--- config.mk ---
export PLATFORM = sky130hd
export DESIGN_NAME = fp_mul_mantissa_iter
export DESIGN_NICKNAME = d
export VERILOG_FILES = /design/src/rtl/fp_pkg.sv /design/src/rtl/fp_mul_iter_core.sv /design/src/rtl/fp_mul_mantissa_iter.sv
export SDC_FILE = /design/constraint.sdc
export NUM_CORES = 1
export LEC_CHECK = 0
export CORE_AREA = 2 2 238 181
export CTS_CLUSTER_SIZE = 14
export DETAILED_ROUTE_END_ITERATION = 10
export DIE_AREA = 0 0 240 183
export PLACE_DENSITY = 0.58
export SETUP_SLACK_MARGIN = 0.1
export SLEW_MARGIN = 20
export SYNTH_ARGS = -nofsm -noshare
export SYNTH_HDL_FRONTEND = slang
export SYNTH_SLANG_ARGS = --single-unit
--- constraint.sdc ---
create_clock -name clk -period 4.7 [get_ports clk]
set_input_delay 1.175 -clock clk [delete_from_list [all_inputs] [get_ports clk]]
set_output_delay 1.175 -clock clk [all_outputs]
set_load 0.01 [all_outputs]
--- src/rtl/fp_pkg.sv ---
// Shared definitions for the FP multiply stage of the inverse-square-root
// pipeline: float field widths, exponent bias, accepted exponent window,
// the multiply-stage FSM encoding and a small field-classification helper.
package fp_pkg;

  localparam int EXP_BIAS = 127;
  localparam int EXP_W    = 8;
  localparam int MANT_W   = 23;
  localparam int FLOAT_W  = 31;
  localparam int PROD_W   = 48;
  localparam int SIG_W    = MANT_W + 1;   // mantissa with hidden one

  // Unbiased exponent sum is kept 10 bits wide so the full range
  // (-254 .. +256) fits before the window check.
  localparam int SUM_W = 10;
  localparam logic signed [SUM_W-1:0] EXP_SUM_OFS = SUM_W'(2 * EXP_BIAS);
  localparam logic signed [SUM_W-1:0] EXP_SUM_MAX = SUM_W'(EXP_BIAS - 1);
  localparam logic signed [SUM_W-1:0] EXP_SUM_MIN = -SUM_W'(EXP_BIAS - 1);

  typedef enum logic [1:0] {
    IDLE = 2'd0,
    MUL  = 2'd1,
    DONE = 2'd2
  } state_e;

  // Zero (denormal/zero) and all-ones (inf/NaN) exponents are not handled
  // by this pipeline and are flagged as errors.
  function automatic logic exp_special(input logic [EXP_W-1:0] e);
    return (e == '0) || (e == '1);
  endfunction

endpackage

--- src/rtl/fp_mul_iter_core.sv ---
// Iterative shift-add mantissa multiplier.
// Ports:
//   clk, rstn   clock, synchronous active-low reset
//   load_i      latch new significands, clear accumulator and counter
//   step_i      perform one BPC-bit iteration
//   sig_a_i     multiplicand {1, mantA}
//   sig_b_i     multiplier   {1, mantB}
//   acc_next_o  accumulator value after the current step (combinational)
//   last_o      the current step is the final one of the operation
// The multiplicand is shifted left each step so the accumulator always
// holds the partial product in final bit position.
module fp_mul_iter_core
  import fp_pkg::*;
#(
  parameter int BPC = 1
) (
  input  logic              clk,
  input  logic              rstn,
  input  logic              load_i,
  input  logic              step_i,
  input  logic [SIG_W-1:0]  sig_a_i,
  input  logic [SIG_W-1:0]  sig_b_i,
  output logic [PROD_W-1:0] acc_next_o,
  output logic              last_o
);

  localparam int N     = SIG_W / BPC;
  localparam int CNT_W = (N > 1) ? $clog2(N) : 1;

  logic [PROD_W-1:0] acc_q, mcand_q;
  logic [SIG_W-1:0]  mplier_q;
  logic [CNT_W-1:0]  cnt_q;

  // One partial product per multiplier bit consumed this step.
  logic [PROD_W-1:0] pp [BPC];
  logic [PROD_W-1:0] psum;

  genvar gi;
  generate
    for (gi = 0; gi < BPC; gi++) begin : g_pp
      assign pp[gi] = mplier_q[gi] ? (mcand_q << gi) : '0;
    end
  endgenerate

  always_comb begin
    psum = '0;
    for (int i = 0; i < BPC; i++) begin
      psum = psum + pp[i];
    end
    acc_next_o = acc_q + psum;
  end

  assign last_o = (cnt_q == CNT_W'(N - 1));

  always_ff @(posedge clk) begin
    if (!rstn) begin
      acc_q    <= '0;
      mcand_q  <= '0;
      mplier_q <= '0;
      cnt_q    <= '0;
    end else if (load_i) begin
      acc_q    <= '0;
      mcand_q  <= {{(PROD_W - SIG_W){1'b0}}, sig_a_i};
      mplier_q <= sig_b_i;
      cnt_q    <= '0;
    end else if (step_i) begin
      acc_q    <= acc_next_o;
      mcand_q  <= mcand_q << BPC;
      mplier_q <= mplier_q >> BPC;
      cnt_q    <= cnt_q + 1'b1;
    end
  end

endmodule

--- src/rtl/fp_mul_mantissa_iter.sv ---
// FP multiply stage: unpacks two sign-less 31-bit floats, forms the exact
// 48-bit significand product iteratively (BPC bits per cycle), the unbiased
// exponent sum and an error flag, and forwards a sideband operand.
// Ports:
//   clk, rstn        clock, synchronous active-low reset
//   valid, accept    upstream handshake (transfer = valid & accept)
//   float_in_1/2     operands {exp[30:23], mant[22:0]}
//   float_in_pass    sideband carried to float_out_2
//   error_in         upstream error flag
//   backprn          downstream can take the result (0 = hold outputs)
//   M_out_mul        raw product {1,mantA} x {1,mantB}
//   E_out_mul        unbiased exponent sum (low 8 bits)
//   float_out_2      registered sideband
//   ready, error_out result valid and its error flag
module fp_mul_mantissa_iter
  import fp_pkg::*;
#(
  parameter int BPC = 1   // legal: 1,2,3,4,6,8,12,24
) (
  input  logic                     clk,
  input  logic                     rstn,
  input  logic                     valid,
  input  logic [FLOAT_W-1:0]       float_in_1,
  input  logic [FLOAT_W-1:0]       float_in_2,
  input  logic [FLOAT_W-1:0]       float_in_pass,
  input  logic                     error_in,
  output logic                     accept,
  input  logic                     backprn,
  output logic [PROD_W-1:0]        M_out_mul,
  output logic signed [EXP_W-1:0]  E_out_mul,
  output logic [FLOAT_W-1:0]       float_out_2,
  output logic                     ready,
  output logic                     error_out
);

  state_e state_q, state_d;

  logic load, step, last;
  logic [PROD_W-1:0] acc_next;

  logic [EXP_W-1:0] exp_a, exp_b;
  logic signed [SUM_W-1:0] sum_d;
  logic err_d;

  logic signed [EXP_W-1:0] e_q;
  logic                    err_q;
  logic [FLOAT_W-1:0]      side_q;

  logic [PROD_W-1:0]       m_out_q;
  logic signed [EXP_W-1:0] e_out_q;
  logic [FLOAT_W-1:0]      f2_out_q;
  logic                    ready_q, err_out_q;

  // ---------------- FSM ----------------
  always_ff @(posedge clk) begin
    if (!rstn) state_q <= IDLE;
    else       state_q <= state_d;
  end

  always_comb begin
    state_d = state_q;
    case (state_q)
      IDLE:    if (valid) state_d = MUL;
      MUL:     if (last)  state_d = DONE;
      DONE:    if (backprn) state_d = IDLE;
      default: state_d = IDLE;
    endcase
  end

  always_comb begin
    accept = (state_q == IDLE);
    step   = (state_q == MUL);
    load   = valid & accept;
  end

  // ---------------- exponent / error ----------------
  assign exp_a = float_in_1[MANT_W +: EXP_W];
  assign exp_b = float_in_2[MANT_W +: EXP_W];
  assign sum_d = $signed({2'b00, exp_a}) + $signed({2'b00, exp_b}) - EXP_SUM_OFS;
  assign err_d = error_in | exp_special(exp_a) | exp_special(exp_b)
               | (sum_d > EXP_SUM_MAX) | (sum_d < EXP_SUM_MIN);

  always_ff @(posedge clk) begin
    if (!rstn) begin
      e_q    <= '0;
      err_q  <= 1'b0;
      side_q <= '0;
    end else if (load) begin
      e_q    <= sum_d[EXP_W-1:0];
      err_q  <= err_d;
      side_q <= float_in_pass;
    end
  end

  // ---------------- mantissa datapath ----------------
  fp_mul_iter_core #(.BPC(BPC)) u_core (
    .clk        (clk),
    .rstn       (rstn),
    .load_i     (load),
    .step_i     (step),
    .sig_a_i    ({1'b1, float_in_1[MANT_W-1:0]}),
    .sig_b_i    ({1'b1, float_in_2[MANT_W-1:0]}),
    .acc_next_o (acc_next),
    .last_o     (last)
  );

  // ---------------- output registers ----------------
  // Results are captured on the same edge as the final iteration, so the
  // product comes straight from the accumulator's next value.
  always_ff @(posedge clk) begin
    if (!rstn) begin
      m_out_q   <= '0;
      e_out_q   <= '0;
      f2_out_q  <= '0;
      ready_q   <= 1'b0;
      err_out_q <= 1'b0;
    end else if (step && last) begin
      m_out_q   <= acc_next;
      e_out_q   <= e_q;
      f2_out_q  <= side_q;
      ready_q   <= 1'b1;
      err_out_q <= err_q;
    end else if ((state_q == DONE) && backprn) begin
      // Data outputs keep their last values after the transfer.
      ready_q   <= 1'b0;
      err_out_q <= 1'b0;
    end
  end

  assign M_out_mul   = m_out_q;
  assign E_out_mul   = e_out_q;
  assign float_out_2 = f2_out_q;
  assign ready       = ready_q;
  assign error_out   = err_out_q;

endmodule

==> metrics <==
Final Hold Vio Count=0; largest net degree at the start of global routing=98; CP Class=reg -> reg; Antenna Nets Post-Route=0; CP Launch Type=register; Slew HR=29.29%; register share of total power=45.8%; Mapped Area=roughly 13000 um^2; CP Data Arrival Time=4.28 ns; dpl ws=about 0.61 ns; Inserted Clock Buffers=29; filler cell count=approximately 4300; total gr overflow=0; clk buf depth=3; Mapped Nets=1817; clock-pin slew on the worst setup and hold paths=0.06 ns; M1 GR Usage=24.42%; leading area contributor after synthesis=dfxtp_1; area delta synth->final=25.36%; Slew @ Worst Pin=~1.1 ns; FMAX=260.9 MHz; top-area cell type share of the netlist area=40.12%; Clock power frac=45.7%; first-pass iteration count of the detailed router=5; GRT busiest layer=met2; count of final setup violators=0; Residual DRC=0; leakage=0.005922 uW; Hold Buf Count CTS=0; vias per cell=roughly 5; Comb power frac=8.5%; CTS tree=done; Setup crit end kind=register; die height=between 150 and 200 um; ys flop type=dfxtp_1; vias=11970; GR Layer Usage met2=25.50%; Post-DP HPWL=26.42 mm; # rows=65; #FFs+latches synth=256; fin area=16010 um^2; IO Count=188; Post-Syn Area per Cell=7.727 um^2; port buffer count=187; pwr/cell area=between 300 and 400 nW/um^2; Final WS setup=roughly 0.87 ns; Initial Utilization=between 30% and 40%; GRT Overall Usage=16.70%; P_sw=1227 uW; placed inst area=roughly 15000 um^2; Detailed Route WL=approximately 38 mm; Sw Share=between 20% and 30%; diodes inserted=0; H-tree levels=1; max-slew violation count=0; Post-synth EDFFs=0; Worst Clk Skew=roughly 0.013 ns; Mapped Cells=1653; Final TNS setup=0 ns; die area=43920 um^2; vias in the first global route=11180; gpl congestion=0.8780; clock sinks=about 260; core area=between 40000 and 50000 um^2; Final Critical Period=3.832 ns; drt initial violations=736; cts repair resizes=0; Yosys cell types=69; Post-CTS Setup Inserts=0; period utilization=81.54%; Critical Path RT=5.15 ns; unrepaired setup endpoints after global routing=no; Max FO, Critical Path=24; Clock Latency Late Sink=0.56 ns; most frequent cells in the layout=nand2_1, a21oi_1, dfxtp_1; Min-Delay Path Class=reg -> reg; synth warn=0; layout cells sized above 1=under 10%; initial antenna violation count=1; clock root buffer=clkbuf_16; first-pass GRT wire length=60.27 mm; Die X=240 um; DR WL/cell=15.96 um; internal power=approximately 3700 uW; number of nets in the layout=just under 2000; asr flop ratio synth=0%; status=finished clean; maximum VDD drop=approximately 0.00028 V; Seq/Total Area, Yosys=about 40%; most common cell after layout, fill and taps aside=nand2_1; Area contributors post-synth=dfxtp_1, nand2_1, a21oi_1; met3 Usage GRT=2.995%; max_cap viols=0
-- kinds of logic after synthesis --
logic type / Yosys count / synth area share [%]
AND/OR/NAND/NOR: 670 / 23.00
AO/OA/AOI/OAI: 481 / 22.90
flip-flops: 256 / 40.12
buffers and inverters: 133 / 4.085
adder cells (fa/ha/maj): 66 / 6.641
XOR/XNOR: 44 / 3.017
multiplexers: 3 / 0.2351
-- stage by stage --
| step | util [%] | hold slack [ns] | std cells | total power (uW) |
|---|---|---|---|---|
| finish | 38.46 | 0.4435 | 2360 | 4937 |
| global route | 38.46 | 0.4620 | 2360 | 5125 |
| CTS | 38.44 | 0.4517 | 2360 | 5004 |
| detailed placement | 36.19 | 0.4450 | 2310 | 2729 |
| global placement | 36.19 | 0.4355 | 2310 | 2721 |
| floorplan | - | 0.4288 | 1653 | 2548 |
-- power by group through the flow --
stage	Sequential [uW]	Combinational (uW)	Clock, uW
floorplan	2300	253	0
global placement	2310	413	0
detailed placement	2310	419	0
CTS	2260	421	2320
global route	2270	463	2390
finish	2260	418	2260
-- final cells by class --
type / count / area [um^2] / share of cell area [%]
multi-input cells: 1264 / 7164 / 44.74
flip-flops and latches: 256 / 5125 / 32.00
repair buffers: 206 / 2014 / 12.58
clock buffers: 36 / 802.0 / 5.009
well taps: 569 / 711.9 / 4.446
clock inverters: 14 / 136.4 / 0.8517
inverters: 15 / 58.81 / 0.3672
-- flip-flops by register name, indices dropped and copies added, names as in the netlist --
name	cells
E_out_mul	8
e_q	8
err_q	1
u_core.acc_q	48
ready	1
side_q	31
error_out	1
u_core.mcand_q	48
M_out_mul	48
u_core.mplier_q	24
u_core.cnt_q	5
float_out_2	31
state_q	2
-- worst paths after layout --
kind                 endpoint  slack [ns]  cells past startpoint               start
max          u_core.acc_q[42]        0.87                     12  u_core.mplier_q[0]
max reg2reg  u_core.acc_q[42]        0.87                     12  u_core.mplier_q[0]
min reg2reg   float_out_2[18]        0.44                      2          side_q[18]
min           float_out_2[18]        0.44                      2          side_q[18]
-- per-layer routing --
| layer | part of all wire (%) | wire length (um) |
|---|---|---|
| met1 | 50 | 18950 |
| met2 | 43 | 16200 |
| met3 | 4.8 | 1801 |
| met4 | 1.8 | 695 |
| met5 | 0.042 | 16 |
-- cells in the mapped netlist, types with 6 or more instances --
library cell	count
nand2_1	448
a21oi_1	283
dfxtp_1	256
clkbuf_1	96
ha_1	63
and2_1	55
o21ai_0	46
a22oi_1	45
nor2_1	43
nand3_1	41
a21o_1	25
xnor2_1	25
nand4_1	20
xor2_1	19
buf_1	16
inv_1	14
a211oi_1	13
and3_1	10
nor3_1	10
o211ai_1	10
o21bai_1	9
nor4_1	7
or3_1	6
-- worst max-delay path: stages, from the launching register on --
cell and delay, ns:
dfxtp_1 0.58, and2_1 0.28, ha_1 0.20, fa_1 0.42, a211oi_1 0.35, o21ai_2 0.16, a31oi_4 0.30, nor4_2 0.12
o311ai_4 0.29, nand2_2 0.13, a211o_1 0.37, nor4b_1 0.18, a311o_1 0.34
Note: power is estimated with default switching activity, not from simulation.
